`src/rtl/poly_reduce_ctrl.sv`:
```
// poly_reduce_ctrl: walks all N coefficients of a polynomial out of RAM, through the
// single-cycle Barrett reducer and back into the same addresses. The three stages
// (read issue, reducer load, write-back) are tracked by two valid bits plus address
// copies. The pipeline never stalls; hold only inserts bubbles at the read stage.
module poly_reduce_ctrl #(
    parameter int N  = 256,
    parameter int AW = 8,
    parameter int DW = 16
) (
    input  logic          clk,
    input  logic          rst_n,
    input  logic          start,
    input  logic          hold,
    input  logic          abort,
    output logic          busy,
    output logic          done,
    output logic          rd_en,
    output logic [AW-1:0] rd_addr,
    input  logic [DW-1:0] rd_data,
    output logic          red_set,
    output logic [DW-1:0] red_a,
    input  logic [DW-1:0] red_t,
    output logic          wr_en,
    output logic [AW-1:0] wr_addr,
    output logic [DW-1:0] wr_data
);

    typedef enum logic [1:0] {
        IDLE  = 2'd0,
        RUN   = 2'd1,
        DRAIN = 2'd2,
        FIN   = 2'd3
    } state_t;

    state_t        state_q, state_d;
    // One extra bit so that reaching N (a wrap of the address bits) is visible.
    logic [AW:0]   issue_cnt_q, issue_cnt_d;
    logic          s1_valid_q, s1_valid_d;
    logic [AW-1:0] s1_addr_q, s1_addr_d;
    logic          s2_valid_q, s2_valid_d;
    logic [AW-1:0] s2_addr_q, s2_addr_d;
    logic          issue;
    logic          active;

    // Read issue happens in RUN whenever the read port is not lent out.
    always_comb begin
        active = (state_q == RUN) || (state_q == DRAIN);
        issue  = (state_q == RUN) && !hold;
    end

    // Next-state, counter and pipeline-advance logic.
    always_comb begin
        state_d     = state_q;
        issue_cnt_d = issue_cnt_q;
        s1_valid_d  = issue;
        s1_addr_d   = issue_cnt_q[AW-1:0];
        s2_valid_d  = s1_valid_q;
        s2_addr_d   = s1_addr_q;

        if (issue) begin
            issue_cnt_d = issue_cnt_q + 1'b1;
        end

        unique case (state_q)
            IDLE: begin
                if (start && !abort) begin
                    state_d     = RUN;
                    issue_cnt_d = '0;
                end
            end
            RUN: begin
                // Leave RUN on the edge that issues the last read, so DRAIN starts
                // with that read in stage1 and no idle RUN cycle is inserted.
                if (issue_cnt_d[AW]) begin
                    state_d = DRAIN;
                end
            end
            DRAIN: begin
                // stage1 can only empty here; once it is empty stage2 drains this cycle.
                if (!s1_valid_q) begin
                    state_d = FIN;
                end
            end
            FIN: begin
                state_d = IDLE;
            end
            default: begin
                state_d = IDLE;
            end
        endcase

        if (abort && active) begin
            state_d     = IDLE;
            issue_cnt_d = '0;
            s1_valid_d  = 1'b0;
            s2_valid_d  = 1'b0;
        end
    end

    // State, counter and pipeline registers.
    always_ff @(posedge clk or negedge rst_n) begin
        if (!rst_n) begin
            state_q     <= IDLE;
            issue_cnt_q <= '0;
            s1_valid_q  <= 1'b0;
            s1_addr_q   <= '0;
            s2_valid_q  <= 1'b0;
            s2_addr_q   <= '0;
        end else begin
            state_q     <= state_d;
            issue_cnt_q <= issue_cnt_d;
            s1_valid_q  <= s1_valid_d;
            s1_addr_q   <= s1_addr_d;
            s2_valid_q  <= s2_valid_d;
            s2_addr_q   <= s2_addr_d;
        end
    end

    // Output decode. Data buses are zeroed when their stage is empty.
    always_comb begin
        busy    = active;
        done    = (state_q == FIN);
        rd_en   = issue;
        rd_addr = issue_cnt_q[AW-1:0];
        red_set = s1_valid_q;
        red_a   = s1_valid_q ? rd_data : '0;
        // A write still in stage2 during the abort cycle is dropped, so an aborted
        // run leaves only the addresses whose write-back finished before the abort.
        wr_en   = s2_valid_q && !abort;
        wr_addr = s2_addr_q;
        wr_data = s2_valid_q ? red_t : '0;
    end

endmodule

```
`config.mk`:
```
export PLATFORM = sky130hd
export DESIGN_NAME = poly_reduce_ctrl
export DESIGN_NICKNAME = d
export VERILOG_FILES = /design/src/rtl/poly_reduce_ctrl.sv
export SDC_FILE = /design/constraint.sdc
export NUM_CORES = 1
export LEC_CHECK = 0
export ABC_AREA = 1
export CAP_MARGIN = 20
export CORE_ASPECT_RATIO = 0.5
export CORE_UTILIZATION = 44
export CTS_BUF_LIST = sky130_fd_sc_hd__clkbuf_8
export DETAILED_ROUTE_END_ITERATION = 10
export DONT_BUFFER_PORTS = 1
export PLACE_DENSITY_LB_ADDON = 0.25
export SYNTH_ARGS = -nofsm -noshare
export SYNTH_HDL_FRONTEND = slang
export SYNTH_SLANG_ARGS = --single-unit
```
`constraint.sdc`:
```
create_clock -name clk -period 2.1 [get_ports clk]
set_input_delay 0.315 -clock clk [delete_from_list [all_inputs] [get_ports clk]]
set_output_delay 0.315 -clock clk [all_outputs]
set_load 0.005 [all_outputs]
```
==> results.ini <==
[synth]
ys_dominant_reg_cell = sky130_fd_sc_hd__dfrtp_1
synth_area_per_cell_um2 = 8.12
synthTopCellsByArea = sky130_fd_sc_hd__dfrtp_1 (49%), sky130_fd_sc_hd__nand2_1 (13%), sky130_fd_sc_hd__inv_1 (11%)
yosysTopAreaCell = sky130_fd_sc_hd__dfrtp_1
synth_cells = 181
netlist_top_cells_count = sky130_fd_sc_hd__nand2_1 (51), sky130_fd_sc_hd__inv_1 (45), sky130_fd_sc_hd__dfrtp_1 (29), sky130_fd_sc_hd__nor2_1 (13), sky130_fd_sc_hd__buf_4 (8)
synth_async_sr_flop_share_pct = 100
synth.most_common_cell = sky130_fd_sc_hd__nand2_1
synth.top_cell.area_share_pct = 49.4
yosys_register_bits = 29
synth_edf_count = 0
ys_seq_area_share_pct = 49.4
syn_area_mm2 = 0.00147
postSynthNetCount = 224
netlist-cell-type-count = 23
ys.warnings.count = 0

[routing]
drt-vias-per-instance = 4.67
wire_per_inst_um = 11.9
first_pass_iters = 4
detailroute.via_count = 1023
detail_route.wirelength_um = 2600
dr.first_iter.drc_count = 51
postRouteAntennaNets = 0
drc = 0

[clocking]
clock_sink_count = 29
cts_max_path_buffers = 2
tritoncts.num_buffers = 5
tritoncts = built
clk_pin_slew_worst_paths_ns = 0.06
worst_skew_pair_later_pin_latency_ns = 0.27
cts_setup_buffers = 0
clockRootBuffer = sky130_fd_sc_hd__clkbuf_8
h-tree-depth = 2

[sta]
maxSlewHeadroom_pct = 64.6
finalSetupViolCount = 0
layout_min_cycle_time_ns = 1.73
rsz0062_at_grt = no
hold-worst-slack_ns = 0.250
final_hold_viol_count = 0
worst_slew_pin_slew_ns = 0.531
setup_total_negative_slack_ns = 0
timing.final.max_slew_violations = 0
layout_worst_path_cycle_share_pct = 82.6
clock-skew-final_ns = 0.00302
fmax_mhz = 576

[setup_path]
required_ns = 2.26
timing.critical_path.mode_cell = sky130_fd_sc_hd__nand2_1
worst_setup_path_end_kind = flip-flop
startpoint_type = flip-flop
timing.critical_path.slowest_stage_cell = sky130_fd_sc_hd__dfrtp_1
worst_ep_arrival_time_ns = 1.89
criticalPathCategory = flip-flop to flip-flop
critical_path.max_stage_delay_ns = 0.41
worstPathCellList = inv_1, ha_1, nand2_2, nor2_2, nand3_1, nand2_1, nand2_1, nand2_1, nand3_1, nand2_1, nor2_1
cp_max_fo = 4
worst_r2r_path_depth = 11

[layout]
area.growth.synth_to_final_pct = 7.23
n_antenna_cell = 0
layout.nets = 221
final_layout_size_suffix_gt1_share_pct = 9.50

[run]
max-cap-violations = 0

[floorplan]
die_height_um = 42.9
io_pins = 90
dieArea_mm2 = 0.00359
placeableCoreArea_mm2 = 0.00308
row_count = 14
fp.dieW_um = 83.7
initial_utilization_pct = 47.7

[global_route]
global_route_wire_length_before_repair_um = 4220
grt_usage_pct = 15.4
first_global_vias = 935
grt_remaining_overflow = 0
grt_max_degree = 30
antenna_found_initial = 0

[power]
worst_ir_drop_vdd_v = 0.000465
power-per-cell-area_mw_per_mm2 = 1060
power_leakage_nw = 1.02
power_mw = 1.67

[place]
buffer_ports.inserted = 0
place.detailed.hpwl_um = 1980
final_weighted_congestion_in_routability_driven_placement = 0.734

[min_path]
holdPathStages = 3
min-delay-path-class = primary input to flip-flop

[run_status]
status = finished clean

==> per-stage QoR <==
step / std cells / util, % / area [µm²] / setup WS, ns
after detailed placement: 209 / 46.9 / 1450 / 0.388
after global routing: 219 / 51.1 / 1580 / 0.199
after CTS: 219 / 51.1 / 1580 / 0.375
final: 219 / 51.1 / 1580 / 0.365
after global placement: 209 / 46.9 / 1450 / 0.468
after floorplan: 181 / - / 1470 / 0.630
==> critical path: cells and delay by family (launching register included) <==
kind / cells / cell delay, ns
AND/OR/NAND/NOR: 9 / 0.86
flip-flops: 1 / 0.41
adder cells (fa/ha/maj): 1 / 0.24
buffers and inverters: 1 / 0.12
==> layout make-up <==
cell class                 instances  area, µm²
inverter                          46        173
timing repair buffer               2       30.0
clock inverter                     1       5.00
multi-input combinational         94        497
fill                             290       1510
sequential                        29        726
tap                               40       50.0
clock buffer                       7       96.3
==> flip-flops by register name, summed over array words and instances, names as in the netlist <==
signal       flops
issue_cnt_q      9
wr_addr          8
s1_addr_q        8
state_q          2
s2_valid_q       1
red_set          1
==> cell families after synthesis <==
kind of cell / after synthesis / synth area share, %
buffers and inverters: 58 / 16.9
and+or+nand+nor: 79 / 24.4
AOI/OAI and AO/OA: 8 / 3.66
adders and majority gates: 6 / 5.11
xor gates and xnor gates: 1 / 0.596
DFF: 29 / 49.4
==> power breakdown <==
group          total (mW)  internal (mW)  switching, mW
combinational       0.451          0.155          0.295
sequential          0.730          0.630         0.0995
clock               0.489          0.295          0.194
total                1.67           1.08          0.588
==> worst paths after layout <==
check                                  start              to  slack (ns)
worst min-delay path                    hold  issue_cnt_q[2]        0.25
worst max register to register    state_q[1]      state_q[0]        0.37
min in group asynchronous              rst_n  issue_cnt_q[5]        0.49
max in group asynchronous              rst_n         red_set        1.46
worst max-delay path              state_q[1]      state_q[0]        0.37
worst min register to register  s1_addr_q[7]      wr_addr[7]        0.35
==> metal layers <==
metal | vias up | global-route usage [%] | part of all wire (%)
met4 | 0 | 4.07 | 1.0
met2 | 43 | 28.6 | 52
li1 | 506 | - | -
met1 | 470 | 16.5 | 40
met3 | 4 | 6.61 | 6.8
met5 | - | 0 | 0
==> cell usage in the layout, fill, tap and decap left out, types with 2 or more instances in the layout <==
master	Yosys	final
sky130_fd_sc_hd__nand2_1	51	51
sky130_fd_sc_hd__inv_1	45	45
sky130_fd_sc_hd__dfrtp_1	29	29
sky130_fd_sc_hd__nor2_1	13	13
sky130_fd_sc_hd__clkbuf_8	0	7
sky130_fd_sc_hd__ha_1	6	6
sky130_fd_sc_hd__nand3_1	4	4
sky130_fd_sc_hd__a21oi_1	4	4
sky130_fd_sc_hd__nor3b_1	3	3
sky130_fd_sc_hd__nor2_4	2	2
==> repair_timing <==
item | CTS | global route
resized for setup | 0 | 0
hold endpoints to repair | 29 | 0
hold buffers | 2 | 0
(Power assumes the default switching activity.)
